==> src/rtl/fb_draw_if.sv <==
// Host command channel and framebuffer write port of the draw engine.
// The host drives the master side; the engine is the slave side.
interface fb_draw_if;
   logic        cmd_valid;
   logic        cmd_ready;
   logic [1:0]  cmd_op;
   logic [8:0]  cmd_x;
   logic [7:0]  cmd_y;
   logic [8:0]  cmd_len;
   logic [23:0] cmd_color;
   logic        wr_en;
   logic [15:0] wr_adr;
   logic [23:0] wr_data;
   logic        busy;
   logic        cmd_err;

   modport master (
      output cmd_valid, cmd_op, cmd_x, cmd_y, cmd_len, cmd_color,
      input  cmd_ready, wr_en, wr_adr, wr_data, busy, cmd_err
   );

   modport slave (
      input  cmd_valid, cmd_op, cmd_x, cmd_y, cmd_len, cmd_color,
      output cmd_ready, wr_en, wr_adr, wr_data, busy, cmd_err
   );
endinterface

==> src/rtl/fb_draw.sv <==
// Framebuffer draw engine: turns plot/span/clear commands into
// one framebuffer RAM write per clock.
module fb_draw #(
   parameter int WIDTH  = 280,
   parameter int HEIGHT = 192
) (
   input  logic       CLOCK_50,
   input  logic       reset,
   fb_draw_if.slave   bus
);

   localparam int NPIX = WIDTH * HEIGHT;

   localparam logic [1:0] OP_PLOT  = 2'b00;
   localparam logic [1:0] OP_HLINE = 2'b01;
   localparam logic [1:0] OP_CLEAR = 2'b10;
   localparam logic [1:0] OP_RSVD  = 2'b11;

   typedef enum logic {IDLE, RUN} state_t;

   state_t      state, state_nx;
   logic        wr_en_q, wr_en_nx;
   logic [15:0] adr_q, adr_nx;
   logic [23:0] data_q, data_nx;
   logic        err_q, err_nx;
   logic [16:0] rem_q, rem_nx;

   logic        x_ok, y_ok, accept;
   logic [15:0] pix_adr;
   logic [16:0] avail, len17, span_n;

   assign accept  = bus.cmd_valid && (state == IDLE);
   assign x_ok    = int'(bus.cmd_x) < WIDTH;
   assign y_ok    = int'(bus.cmd_y) < HEIGHT;
   assign pix_adr = 16'(int'(bus.cmd_y) * WIDTH + int'(bus.cmd_x));
   assign avail   = 17'(WIDTH - int'(bus.cmd_x));
   assign len17   = {8'd0, bus.cmd_len};
   // Spans clip at the right edge instead of wrapping to the next row.
   assign span_n  = (len17 < avail) ? len17 : avail;

   // State and write-port registers; reset abandons any span in flight.
   always_ff @(posedge CLOCK_50 or negedge reset) begin
      if (!reset) begin
         state   <= IDLE;
         wr_en_q <= 1'b0;
         adr_q   <= '0;
         data_q  <= '0;
         err_q   <= 1'b0;
         rem_q   <= '0;
      end else begin
         state   <= state_nx;
         wr_en_q <= wr_en_nx;
         adr_q   <= adr_nx;
         data_q  <= data_nx;
         err_q   <= err_nx;
         rem_q   <= rem_nx;
      end
   end

   // Command decode in IDLE, address stepping in RUN.
   always_comb begin
      state_nx = state;
      wr_en_nx = 1'b0;
      adr_nx   = adr_q;
      data_nx  = data_q;
      err_nx   = 1'b0;
      rem_nx   = rem_q;
      unique case (state)
         IDLE: begin
            if (accept) begin
               unique case (bus.cmd_op)
                  OP_PLOT: begin
                     if (x_ok && y_ok) begin
                        wr_en_nx = 1'b1;
                        adr_nx   = pix_adr;
                        data_nx  = bus.cmd_color;
                     end else begin
                        err_nx = 1'b1;
                     end
                  end
                  OP_HLINE: begin
                     if (x_ok && y_ok && bus.cmd_len != '0) begin
                        wr_en_nx = 1'b1;
                        adr_nx   = pix_adr;
                        data_nx  = bus.cmd_color;
                        rem_nx   = span_n;
                        state_nx = RUN;
                     end else begin
                        err_nx = 1'b1;
                     end
                  end
                  OP_CLEAR: begin
                     wr_en_nx = 1'b1;
                     adr_nx   = '0;
                     data_nx  = bus.cmd_color;
                     rem_nx   = 17'(NPIX);
                     state_nx = RUN;
                  end
                  OP_RSVD: begin
                     err_nx = 1'b1;
                  end
               endcase
            end
         end
         RUN: begin
            if (rem_q > 17'd1) begin
               wr_en_nx = 1'b1;
               adr_nx   = adr_q + 16'd1;
               rem_nx   = rem_q - 17'd1;
            end else begin
               rem_nx   = '0;
               state_nx = IDLE;
            end
         end
      endcase
   end

   assign bus.cmd_ready = (state == IDLE);
   assign bus.busy      = (state == RUN);
   assign bus.wr_en     = wr_en_q;
   assign bus.wr_adr    = adr_q;
   assign bus.wr_data   = data_q;
   assign bus.cmd_err   = err_q;

endmodule

==> src/flat_wrapper.sv <==
// flat-port wrapper written by rule: the top's interface ports become plain ports
module fb_draw_flat 
#(
   parameter int WIDTH  = 280,
   parameter int HEIGHT = 192
)
  (CLOCK_50, reset, bus_cmd_valid, bus_cmd_op, bus_cmd_x, bus_cmd_y, bus_cmd_len, bus_cmd_color, bus_cmd_ready, bus_wr_en, bus_wr_adr, bus_wr_data, bus_busy, bus_cmd_err);
  fb_draw_if bus_i ();
  input  logic CLOCK_50;
  input  logic reset;
  input wire logic [$bits(bus_i.cmd_valid)-1:0] bus_cmd_valid;
  input wire logic [$bits(bus_i.cmd_op)-1:0] bus_cmd_op;
  input wire logic [$bits(bus_i.cmd_x)-1:0] bus_cmd_x;
  input wire logic [$bits(bus_i.cmd_y)-1:0] bus_cmd_y;
  input wire logic [$bits(bus_i.cmd_len)-1:0] bus_cmd_len;
  input wire logic [$bits(bus_i.cmd_color)-1:0] bus_cmd_color;
  output wire logic [$bits(bus_i.cmd_ready)-1:0] bus_cmd_ready;
  output wire logic [$bits(bus_i.wr_en)-1:0] bus_wr_en;
  output wire logic [$bits(bus_i.wr_adr)-1:0] bus_wr_adr;
  output wire logic [$bits(bus_i.wr_data)-1:0] bus_wr_data;
  output wire logic [$bits(bus_i.busy)-1:0] bus_busy;
  output wire logic [$bits(bus_i.cmd_err)-1:0] bus_cmd_err;
  assign bus_i.cmd_valid = bus_cmd_valid;
  assign bus_i.cmd_op = bus_cmd_op;
  assign bus_i.cmd_x = bus_cmd_x;
  assign bus_i.cmd_y = bus_cmd_y;
  assign bus_i.cmd_len = bus_cmd_len;
  assign bus_i.cmd_color = bus_cmd_color;
  assign bus_cmd_ready = bus_i.cmd_ready;
  assign bus_wr_en = bus_i.wr_en;
  assign bus_wr_adr = bus_i.wr_adr;
  assign bus_wr_data = bus_i.wr_data;
  assign bus_busy = bus_i.busy;
  assign bus_cmd_err = bus_i.cmd_err;
  fb_draw #(.WIDTH(WIDTH), .HEIGHT(HEIGHT)) u_core (.CLOCK_50(CLOCK_50), .reset(reset), .bus(bus_i));
endmodule
==> config.mk <==
export PLATFORM = sky130hd
export DESIGN_NAME = fb_draw_flat
export DESIGN_NICKNAME = d
export VERILOG_FILES = /design/src/rtl/fb_draw_if.sv /design/src/rtl/fb_draw.sv /design/src/flat_wrapper.sv
export SDC_FILE = /design/constraint.sdc
export NUM_CORES = 1
export LEC_CHECK = 0
export ABC_AREA = 0
export CORE_MARGIN = 5
export CORE_UTILIZATION = 52
export DETAILED_ROUTE_END_ITERATION = 6
export GPL_ROUTABILITY_DRIVEN = 1
export PLACE_DENSITY = 0.82
export SYNTH_ARGS = -nofsm -noshare
export SYNTH_HDL_FRONTEND = slang
export SYNTH_SLANG_ARGS = --single-unit
==> constraint.sdc <==
create_clock -name CLOCK_50 -period 2.6 [get_ports CLOCK_50]
set_input_delay 0.65 -clock CLOCK_50 [delete_from_list [all_inputs] [get_ports CLOCK_50]]
set_output_delay 0.65 -clock CLOCK_50 [all_outputs]
set_load 0.01 [all_outputs]
Yosys cells after proc, flatten, opt, wreduce, memory -nomap -nowiden:

Index checks and enable logic that the tools add are counted.

* flip-flop bits (word level): 60
* latch bits: 0
* RAM bits: 0
* ROM bits: 0
* logic and storage cells: 65
* memories kept: 0

* add/sub/neg operators: 4
* multipliers: 1
* div/mod/pow operators: 0
* $lt $le $gt $ge: 4
* equality and inequality tests: 11
* shift operators: 0
* mux-type cells: 29
* bitwise gates (word level): 1
* reductions and logical operators: 9

Operators with widths (count)
* $pmux 24 s3: 1
* $mux 17: 4
* $pmux 17 s2: 2
* $mux 16: 4
* $mux 24: 2
* $pmux 16 s3: 1
* $pmux 16 s2: 1
* $gt 17x1->1 const B: 1
* $lt 9x17->1: 1
* $sub 17x1->17 const B: 1
* $add 16x1->16 const B: 1
* $add 16x10->16: 1
* $mul 8x6->13 const B: 1
* $reduce_and 5->1: 2
* $sub 9x9->10 const A: 1
* $lt 9x9->1 const B: 1
* $mux 1: 9
* $reduce_bool 9->1: 1
* $lt 8x8->1 const B: 1
* $ne 2x1->1 const B: 3
* $ne 3x2->1 const B: 2
* $pmux 1 s2: 3
* $pmux 1 s3: 2
* $eq 2x2->1 const B: 2
* 9 further kinds: 11

Logic depth before layout (Yosys ltp):

Gate-level depths: netlist of run 1.

* depth after elaboration: 7
* depth in mapped cells: 14
* gate-level depth less buffers: 14

Worst setup path after synthesis of run 1:

No wires, ideal clock.

* path type: input to register
* start: input bus_cmd_y[6]
* end: register u_core.adr_q[14], in the netlist u_core.bus.wr_adr[14]
* arrival time: 3563 ps
* path slack: -1083 ps
* stages on the path: 13
* path buffers: 1
* cell sequence: ha_1 > ha_1 > inv_1 > fa_1 > inv_1 > ha_1 > clkbuf_1 > or3_1 > o31ai_1 > xor2_1 > nor4_1 > xnor2_1 > a31o_2

* longest elaborated chain between the ends: 6
* elaborated cells on any way between the ends: 13
* classes of those cells: 1 x add/sub; 1 x mul; 1 x order compare; 2 x eq/ne; 5 x mux; 3 x reduce/logical

Ends and longest elaborated chain
* start: declaration: RTL line flat_wrapper.sv:14 `input wire logic [$bits(bus_i.cmd_y)-1:0] bus_cmd_y;`
* $mul 8x6->13: RTL line fb_draw.sv:35 `assign pix_adr = 16'(int'(bus.cmd_y) * WIDTH + int'(bus.cmd_x));`
* $add 16x10->16: RTL line fb_draw.sv:35
* $mux 16 (on tied branches): RTL line fb_draw.sv:82, fb_draw.sv:73
* $pmux 16 s3: RTL line fb_draw.sv:71 `unique case (bus.cmd_op)`
* $mux 16: RTL line fb_draw.sv:70 `if (accept) begin`
* $pmux 16 s2: RTL line fb_draw.sv:68 `unique case (state)`
* end signal: assignment: RTL line fb_draw.sv:53 `adr_q <= adr_nx;`
* end: declaration: RTL line fb_draw.sv:23 `logic [15:0] adr_q, adr_nx;`

Several ways; a longest one is shown, not always the timed one. The select of a mux whose other input is x is not followed.
A chain may end at the register's enable or synchronous reset.

Final worst setup path of run 1:

* start: input bus_cmd_y[6]
* end: register u_core.adr_q[13], in the netlist u_core.bus.wr_adr[13]

The elaborated chain is that of the path after synthesis.

==> results of run 1 <==
[worst max-delay path: cells and delay by family]
kind | cells | cell delay [ns]
AND/OR/NAND/NOR | 3 | 0.40
buffers and inverters | 2 | 0.29
XOR/XNOR | 1 | 0.18
AO/OA/AOI/OAI | 3 | 0.69
adder cells (fa/ha/maj) | 4 | 1.29
[logic make-up after synthesis]
group	Yosys count	synth area share
adder cells (fa/ha/maj)	51	0.144
XOR/XNOR	23	0.0429
AO/OA/AOI/OAI	142	0.202
buffers and inverters	55	0.0472
flip-flops	60	0.320
AND/OR/NAND/NOR	153	0.168
multiplexers	32	0.0760
[area by class of cell]
class / instances / share of cell area
clock inverters: 6 / 0.00843
well taps: 108 / 0.0179
inverters: 38 / 0.0192
flip-flops and latches: 60 / 0.198
multi-input cells: 401 / 0.478
repair buffers: 217 / 0.260
clock buffers: 10 / 0.0182
[flip-flops by register name, indices dropped and copies added (netlist names)]
signal	flops
u_core.bus.wr_data	24
u_core.rem_q	17
u_core.bus.wr_adr	16
u_core.bus.busy	1
u_core.bus.cmd_err	1
u_core.bus.wr_en	1
[worst paths after layout]
check / end / slack (ns) / cells after the start
min: u_core.bus.wr_data[2]$_DFFE_PN0P_ / 0.30 / 1
max reg2reg: u_core.rem_q[5]$_DFFE_PN0P_ / 0.08 / 8
min in group CLOCK_50: u_core.rem_q[16]$_DFFE_PN0P_ / 0.49 / 1
max: u_core.bus.wr_adr[13]$_DFFE_PN0P_ / -0.66 / 13
min reg2reg: u_core.rem_q[16]$_DFFE_PN0P_ / 0.49 / 1
max in group asynchronous: u_core.bus.wr_adr[13]$_DFFE_PN0P_ / 1.69 / 2
[timing repair]
action | CTS | global route
setup buffers | 16 | 3
gates resized for setup | 113 | 34
setup endpoints to repair | 57 | 49
pin swaps | 54 | 22
cloned | 0 | 1
[through the flow]
stage           util  worst slack [ns]  hold slack [ns]  cell area, sq um
6_report       0.864            -0.660            0.298              7570
5_1_grt        0.864            -0.748            0.360              7570
4_1_cts        0.844            -0.599            0.316              7400
3_5_place_dp   0.782             -1.55            0.474              6850
3_3_place_gp   0.782             -1.46            0.472              6850
2_1_floorplan      -            -0.800            0.354              5040
[routing by layer]
layer  vias up  track usage  part of all wire
met5         -            0                 0
met1      2361        0.330              0.39
li1       2309            -                 -
met3        47       0.0518             0.069
met2       243        0.492              0.50
met4         0        0.107             0.033
[synthesized netlist by cell type, types with 8 or more instances]
| library cell | instances | share of area |
|---|---|---|
| mux2_2 | 29 | 0.070 |
| o21ai_0 | 35 | 0.037 |
| o22ai_1 | 9 | 0.012 |
| dfrtp_1 | 60 | 0.32 |
| nand2_1 | 27 | 0.022 |
| xnor2_1 | 11 | 0.021 |
| nor4_1 | 8 | 0.011 |
| xor2_1 | 12 | 0.022 |
| nand3_1 | 11 | 0.012 |
| nor2_1 | 40 | 0.032 |
| nor3_1 | 15 | 0.016 |
| inv_1 | 38 | 0.030 |
| clkbuf_1 | 10 | 0.0080 |
| ha_1 | 46 | 0.12 |
| a21oi_1 | 24 | 0.026 |
[power breakdown]
group | switching (mW) | leakage, nW | internal (mW)
Combinational | 0.984 | 2.46 | 1.18
Clock | 0.398 | 0.0983 | 0.467
Sequential | 0.196 | 0.709 | 1.08
==> impl_metrics.py, run 1 <==
metrics = {
    "status": {
        "status": "finished with violations",
        "violations": "setup timing",
    },
    "sta": {
        "rsz0062_at_grt": "true",
        "worst_pin_slew_ns": 0.596,
        "slew_headroom": 0.603,
        "min_period_ns": 3.26,
        "worst_slack_ns": -0.660,
        "drv_slew": 0,
        "fmax_mhz": 307,
        "skew_ns": 0.0130,
        "hold_viol_final": 0,
        "finalSetupViolCount": 18,
        "min_period_over_period": 1.25,
        "tns_ns": -6.70,
    },
    "clocking": {
        "cts.root.buffer_cell": "clkbuf_8",
        "numCtsBuffers": 9,
        "cts.sinks": 60,
        "clkTransAtPathRegs_ns": 0.08,
        "htree_levels": 3,
        "clk_latency_ns": 0.35,
        "clk_path_buf_depth": 2,
        "hold_buffers": 0,
        "cts_tree": "done",
    },
    "pwr": {
        "p_leak_nw": 3.27,
        "peakVddDrop_uv": 352,
        "p_total_mw": 4.30,
        "powerDensity_nw_per_um2": 569,
    },
    "floorplan": {
        "boundaryPins": 99,
        "fp.dieArea_sq_um": 11000,
        "die_w_um": 105,
        "start_util": 0.535,
        "rows": 34,
        "die_y_um": 105,
        "core_sq_um": 8760,
    },
    "logic_synthesis": {
        "syn-num-nets": 622,
        "synth.yosys.seq_area_share": 0.320,
        "ys_seq_elements": 60,
        "synth_area_per_cell_sq_um": 9.09,
        "syn_area_sq_um": 4690,
        "syn_inst": 516,
        "synth_edf_count": 0,
        "synth-main-ff-cell": "dfrtp_1",
        "yosysWarnings": 0,
        "ys_types": 63,
        "async_flop_share": 1.00,
    },
    "routing": {
        "drc": 0,
        "wire_per_inst_um": 19.0,
        "ant_nets": 0,
        "drtIter0Drc": 258,
        "dr.pass1.iters": 6,
        "routed_wl_um": 15900,
        "post_drt_via_cell_ratio": 5.90,
        "via_count": 4960,
    },
    "final_layout": {
        "fin_nets": 833,
        "area_growth_pct": 61.4,
        "register_area_sq_um": 1500,
        "fillCellCount": 464,
        "multi_input_area_sq_um": 3620,
        "layout.cells.non_filler": 840,
        "n_antenna_cell": 0,
        "drive_above_1_share": 0.366,
        "layout_commonest_cell": "buf_4",
        "layout_common_cells": "buf_4 (104), clkdlybuf4s50_1 (81), dfrtp_1 (60), nor2_1 (35), inv_1 (31)",
    },
    "worst_setup_path": {
        "cpMostUsedCell": "ha_4",
        "cp_cell_sequence": "buf_8, ha_4, ha_4, fa_1, ha_4, nor2_4, a21o_1, xnor2_2, a2111oi_4, buf_4, nor3_4, or3_1, o211ai_1",
        "critical_path_class": "input port to flip-flop",
        "rr_startpoint": "u_core.rem_q[7]$_DFFE_PN0P_",
        "crit_fanout": 4,
        "required_ns": 2.85,
        "critPathCaptureType": "flip-flop",
        "arrival_ns": 3.51,
        "slowest_delay_ns": 0.46,
        "crit_path_start": "bus_cmd_y[6]",
        "startpoint_type": "input port",
        "cp_slowest_cell": "fa_1",
    },
    "global_routing": {
        "grt_max_degree": 38,
        "grt_pass1_wl_um": 25100,
        "antenna_found_initial": 0,
        "gr-total-overflow": 0,
        "grt_usage": 0.277,
        "grt_pass1_vias": 5037,
    },
    "hold_path": {
        "hp-class": "input port to asynchronous set/reset pin",
    },
    "run": {
        "drv_cap": 0,
    },
    "placement": {
        "port_buffers": 98,
        "gp_congestion": 0.888,
        "dp_cells": 807,
        "dp_hpwl_um": 11000,
    },
}
(Power assumes the default switching activity.)
==> run 2, diff against run 1 <==
Settings changed: ABC_AREA 0 to 1, CORE_UTILIZATION 52 to 53.
==> run 2 against run 1 <==
Net effect: power is 11% higher; critical path depth is 5 higher; highest routed layer unchanged; clock-buffer cell count stayed put; clock skew is 0.0035 ns lower; die area is 5.7% higher; register-to-register slack better by 0.53 ns; utilization is 5.2 points lower; area after synthesis is 8.4% higher; largest cell class unchanged; combinational power is 11% higher; the flow still finishes with violations (setup timing); first-iteration DRC count is 92% higher; fmax is 8.6% higher; routed wire length is 3.3% lower; critical endpoint is now u_core.bus.wr_adr[12]$_DFFE_PN0P_.
==> impl_metrics.py, run 2 <==
metrics = {
    "pwr": {
        "p_total_mw": 4.78,
        "powerDensity_nw_per_um2": 634,
        "clkPwrFrac": 0.214,
        "peakVddDrop_uv": 320,
        "p_seq_frac": 0.286,
        "netSwitchingFraction": 0.390,
        "p_leak_nw": 3.64,
        "combPwrFrac": 0.500,
        "p_int_mw": 2.92,
        "p_switching_mw": 1.87,
    },
    "sta": {
        "min_period_over_period": 1.15,
        "finalSetupViolCount": 11,
        "min_period_ns": 3.00,
        "drv_slew": 0,
        "holdWs_ns": 0.313,
        "worst_pin_slew_ns": 0.619,
        "rsz0062_at_grt": "true",
        "slew_headroom": 0.587,
        "skew_ns": 0.00947,
        "fmax_mhz": 333,
        "hold_viol_final": 0,
        "worst_slack_ns": -0.402,
    },
    "floorplan": {
        "rows": 35,
        "core_sq_um": 9280,
        "die_w_um": 108,
        "start_util": 0.548,
        "fp.dieArea_sq_um": 11700,
        "boundaryPins": 99,
        "die_y_um": 108,
    },
    "clocking": {
        "cts.sinks": 60,
        "cts.root.buffer_cell": "clkbuf_8",
        "numCtsBuffers": 9,
        "clk_path_buf_depth": 2,
        "clk_latency_ns": 0.34,
        "hold_buffers": 0,
        "cts_tree": "done",
        "clkTransAtPathRegs_ns": 0.07,
        "htree_levels": 3,
    },
    "status": {
        "violations": "setup timing",
        "status": "finished with violations",
    },
    "logic_synthesis": {
        "ys_seq_elements": 60,
        "syn_inst": 713,
        "syn-num-nets": 819,
        "syn_area_sq_um": 5080,
        "yosysMostFrequentCell": "nand2_1",
        "synth.yosys.seq_area_share": 0.295,
        "synth_edf_count": 0,
        "async_flop_share": 1.00,
        "synth-main-ff-cell": "dfrtp_1",
        "synth_area_leaders": "dfrtp_1 (30%), nand2_1 (13%), ha_1 (11%), inv_1 (7.5%), nor2_1 (5.8%)",
        "yosysWarnings": 0,
        "synth_top_cell_by_area": "dfrtp_1",
        "ys_types": 41,
        "synth_top_area_frac": 0.295,
        "synthTopCellsByCount": "nand2_1 (175), inv_1 (102), nor2_1 (78)",
        "synth_area_per_cell_sq_um": 7.13,
    },
    "routing": {
        "wire_per_inst_um": 15.0,
        "ant_nets": 0,
        "m1WireLength_um": 6380,
        "drtIter0Drc": 496,
        "route.met2.wl_um": 7610,
        "routed_wl_um": 15400,
        "via_count": 5495,
        "drc": 0,
        "post_drt_via_cell_ratio": 5.35,
        "wl_met3_um": 1010,
        "dr.pass1.iters": 6,
        "top_layer": "met4",
    },
    "hold_path": {
        "hp-class": "input port to asynchronous set/reset pin",
    },
    "run": {
        "drv_cap": 0,
    },
    "placement": {
        "dp_hpwl_um": 11100,
        "gp_congestion": 0.877,
        "port_buffers": 98,
        "dp_cells": 987,
        "pre_cts_ws_ns": -1.26,
    },
    "worst_setup_path": {
        "critPathCapture": "u_core.bus.wr_adr[12]$_DFFE_PN0P_",
        "slowest_delay_ns": 0.53,
        "critical_path_class": "input port to flip-flop",
        "startpoint_type": "input port",
        "rr_startpoint": "u_core.bus.wr_adr[0]$_DFFE_PN0P_",
        "r2r-end": "u_core.bus.wr_adr[12]$_DFFE_PN0P_",
        "cpMostUsedCell": "ha_4",
        "arrival_ns": 3.28,
        "crit_fanout": 5,
        "cp_slowest_cell": "fa_2",
        "critPathCaptureType": "flip-flop",
        "r2r_slack_ns": 0.61,
        "crit_path_start": "bus_cmd_y[2]",
        "r2r.worst_path.cells": 12,
        "required_ns": 2.87,
        "cp_cell_sequence": "buf_12, ha_4, ha_4, ha_4, inv_4, fa_2, inv_2, ha_4, nand2_2, inv_2, nand4_1, nand3_2, nand3_2, nand2_4, nand2_2, o21ai_1, nand2_1, a21oi_2",
    },
    "global_routing": {
        "gr-total-overflow": 0,
        "grt_pass1_vias": 5333,
        "grt_usage": 0.257,
        "grt_max_degree": 49,
        "grt_pass1_wl_um": 24600,
        "antenna_found_initial": 0,
    },
    "final_layout": {
        "fillCellCount": 591,
        "fin_nets": 1001,
        "largest_reg_flops": 24,
        "n_antenna_cell": 0,
        "drive_above_1_share": 0.273,
        "layout_commonest_cell": "nand2_1",
        "area_growth_pct": 48.3,
        "layout.cells.non_filler": 1028,
        "layout_common_cells": "nand2_1 (156), inv_1 (91), buf_4 (86), clkdlybuf4s50_1 (81), nor2_1 (74)",
    },
}
-- run 2: changes by cell type after synthesis, sizes merged, moves of 9 or more --
cell | before | now
a21oi | 25 | 34
inv | 38 | 108
mux2 | 29 | 0
nand2 | 28 | 182
nand3 | 11 | 37
nor2 | 40 | 93
o21ai | 41 | 59
-- run 2: layer usage --
metal | vias up | GRT usage
met5 | - | 0
li1 | 2665 | -
met1 | 2532 | 0.319
met3 | 38 | 0.0269
met2 | 260 | 0.462
met4 | 0 | 0.0884
-- run 2: area by class of cell --
cell class,instances,area [sq um],area share
multi-input cells,530,3540,0.470
inverters,108,415,0.0551
well taps,129,161,0.0214
clock inverters,5,100,0.0133
repair buffers,186,1680,0.223
clock buffers,10,138,0.0183
flip-flops and latches,60,1500,0.199
-- run 2: cells by family after synthesis --
logic type               count (synthesis)  share of synthesized area
buffers and inverters                  125                      0.103
AO/OA/AOI/OAI                          119                      0.144
XOR/XNOR                                19                     0.0327
flip-flops                              60                      0.295
adder cells (fa/ha/maj)                 51                      0.133
AND/OR/NAND/NOR                        339                      0.292
-- run 2: how the worst min path moves through the flow --
stage                                             startpoint                                 end
after floorplan                                        reset           u_core.bus.busy$_DFF_PN0_
after global placement    u_core.bus.wr_data[21]$_DFFE_PN0P_  u_core.bus.wr_data[21]$_DFFE_PN0P_
after detailed placement  u_core.bus.wr_data[16]$_DFFE_PN0P_  u_core.bus.wr_data[16]$_DFFE_PN0P_
after CTS                                              reset        u_core.rem_q[13]$_DFFE_PN0P_
after global routing                                   reset        u_core.rem_q[13]$_DFFE_PN0P_
final                                                  reset        u_core.rem_q[13]$_DFFE_PN0P_
-- run 2: power by group through the flow --
stage / registers (mW) / logic, mW / clock network [mW]
after detailed placement: 1.36 / 2.06 / 0
after global routing: 1.39 / 2.64 / 1.07
after CTS: 1.36 / 2.21 / 1.03
final: 1.37 / 2.39 / 1.02
after floorplan: 1.36 / 1.27 / 0
after global placement: 1.36 / 2.00 / 0
-- run 2: worst max-delay path: cells and delay by family --
kind,cells,cell delay [ns]
simple gates,7,0.62
compound gates,2,0.26
fa+ha+maj,5,1.48
buf+inv,4,0.27
-- run 2: what timing repair did --
item	in CTS	in global routing
setup endpoints to repair	19	18
pin swaps	55	53
setup buffers	9	16
cloned	2	0
gates resized for setup	95	36
-- run 2: through the flow --
stage | instance area [sq um] | util | TNS, ns
after global routing | 7540 | 0.812 | -4.73
final | 7540 | 0.812 | -2.88
after CTS | 7320 | 0.788 | -2.13
after floorplan | 5300 | - | -2.86
after global placement | 6820 | 0.735 | -15.86
after detailed placement | 6820 | 0.735 | -17.71
==> run 3, diff against run 2 <==
Settings changed: CORE_UTILIZATION 53 to 25, GPL_ROUTABILITY_DRIVEN 1 to 0, PLACE_DENSITY 0.82 to 0.46.
==> run 3 against run 2 <==
Net effect: utilization down 42 points; sequential cell count unchanged; combinational power hardly changed; the run still ends with setup timing left; critical path type unchanged; fmax is 3.1% higher; via count decreased by 8.6%; first-iteration DRC count fell by 61%; worst hold slack got worse by 0.024 ns; cell count is 14% higher; die area rose by 100%.
==> impl_metrics.py, run 3 (synthesis results as in run 2) <==
metrics = {
    "worst_setup_path": {
        "cp_num_cells": 17,
        "startpoint_type": "input port",
        "r2r.worst_path.cells": 12,
        "crit_path_start": "bus_cmd_y[7]",
        "rr_startpoint": "u_core.bus.wr_adr[0]$_DFFE_PN0P_",
        "critPathBufInv": 3,
        "crit_fanout": 7,
        "slowest_delay_ns": 0.50,
        "required_ns": 2.86,
        "critPathCaptureType": "flip-flop",
        "cpMostUsedCell": "ha_4",
        "critPathTopFamily": "adder cells",
        "arrival_ns": 3.17,
        "cp_slowest_cell": "fa_1",
        "cp_cell_sequence": "buf_8, ha_4, ha_4, inv_2, fa_1, inv_2, ha_4, nand2_4, nor2_4, nand2_2, nand4_1, nand3_4, nor2_4, nand3_2, nand2_2, nand3_2, a21oi_2",
        "critical_path_class": "input port to flip-flop",
    },
    "routing": {
        "via_count": 5022,
        "post_drt_via_cell_ratio": 4.29,
        "drtIter0Drc": 191,
        "routed_wl_um": 15200,
        "ant_nets": 0,
        "wire_per_inst_um": 13.0,
        "dr.pass1.iters": 4,
        "drc": 0,
    },
    "clocking": {
        "cts_tree": "done",
        "numCtsBuffers": 9,
        "cts.root.buffer_cell": "clkbuf_16",
        "htree_levels": 3,
        "clk_latency_ns": 0.33,
        "clkTransAtPathRegs_ns": 0.05,
        "hold_buffers": 0,
        "cts.sinks": 60,
        "clk_path_buf_depth": 2,
    },
    "final_layout": {
        "fin_nets": 1001,
        "area_growth_pct": 54.4,
        "fin_util": 0.391,
        "layout_common_cells": "nand2_1 (153), inv_1 (91), clkdlybuf4s50_1 (81), buf_4 (81), nor2_1 (73)",
        "layout.cells.non_filler": 1170,
        "multi_input_area_sq_um": 3610,
        "register_area_sq_um": 1500,
        "fillCellCount": 2074,
        "stdcell_area_sq_um": 7850,
        "drive_above_1_share": 0.284,
        "largest_reg_flops": 24,
        "layout_commonest_cell": "nand2_1",
        "n_antenna_cell": 0,
    },
    "floorplan": {
        "start_util": 0.253,
        "boundaryPins": 99,
        "die_w_um": 153,
        "core_sq_um": 20100,
        "fp.dieArea_sq_um": 23300,
        "die_y_um": 153,
        "rows": 52,
    },
    "sta": {
        "drv_slew": 0,
        "rsz0062_at_grt": "true",
        "worst_slack_ns": -0.311,
        "slew_headroom": 0.665,
        "skew_ns": 0.00334,
        "min_period_ns": 2.91,
        "hold_viol_final": 0,
        "worst_pin_slew_ns": 0.502,
        "holdWs_ns": 0.289,
        "min_period_over_period": 1.12,
        "finalSetupViolCount": 8,
        "tns_ns": -2.25,
        "fmax_mhz": 344,
    },
    "global_routing": {
        "grt_usage": 0.127,
        "grt_pass1_wl_um": 24600,
        "gr-total-overflow": 0,
        "antenna_found_initial": 0,
        "grt_max_degree": 49,
        "grt_pass1_vias": 4773,
    },
    "hold_path": {
        "hp-class": "input port to asynchronous set/reset pin",
    },
    "placement": {
        "placed_area_sq_um": 7080,
        "port_buffers": 98,
        "dp_hpwl_um": 12000,
        "dp_cells": 1137,
        "pre_cts_ws_ns": -1.27,
    },
    "pwr": {
        "p_int_mw": 3.07,
        "powerDensity_nw_per_um2": 628,
        "netSwitchingFraction": 0.378,
        "clkPwrFrac": 0.245,
        "p_leak_nw": 3.69,
        "p_seq_frac": 0.277,
        "p_switching_mw": 1.86,
        "peakVddDrop_uv": 405,
        "combPwrFrac": 0.478,
        "p_total_mw": 4.93,
    },
    "run": {
        "drv_cap": 0,
    },
    "status": {
        "violations": "setup timing",
        "status": "finished with violations",
    },
}
-- run 3: worst paths after layout --
kind | slack [ns] | endpoint
min reg2reg | 0.49 | u_core.bus.wr_data[14]$_DFFE_PN0P_
max in group asynchronous | 1.59 | u_core.bus.wr_adr[2]$_DFFE_PN0P_
min | 0.29 | u_core.bus.wr_data[13]$_DFFE_PN0P_
max | -0.31 | u_core.bus.wr_adr[15]$_DFFE_PN0P_
max reg2reg | 0.66 | u_core.bus.wr_adr[12]$_DFFE_PN0P_
min in group CLOCK_50 | 0.49 | u_core.bus.wr_data[14]$_DFFE_PN0P_
-- run 3: routing by layer --
layer  GRT usage  routed length [um]  up-vias
met1       0.180                7490     2222
met4      0.0445                 269        0
li1            -                   -     2666
met5           0                   0        -
met2       0.200                6690      117
met3      0.0170                 701       17
-- run 3: what timing repair did --
| action | 4_1_cts | 5_1_grt |
|---|---|---|
| gates resized for setup | 84 | 64 |
| pin swaps | 42 | 58 |
| buffers inserted | 7 | 7 |
| cloned | 2 | 1 |
| endpoints found under the setup margin | 19 | 17 |
-- run 3: layout make-up --
cell class	count	share of cell area
Tap cell	270	0.0430
Multi-Input combinational cell	531	0.460
Timing Repair Buffer	185	0.214
Sequential cell	60	0.191
Clock buffer	11	0.0322
Inverter	108	0.0532
Clock inverter	5	0.00637
-- run 3: power by group through the flow --
stage	Clock [mW]	Sequential, mW	Combinational, mW
floorplan	0	1.36	1.27
global placement	0	1.39	2.09
detailed placement	0	1.39	2.09
CTS	1.25	1.37	2.23
global route	1.27	1.40	2.64
finish	1.21	1.37	2.36
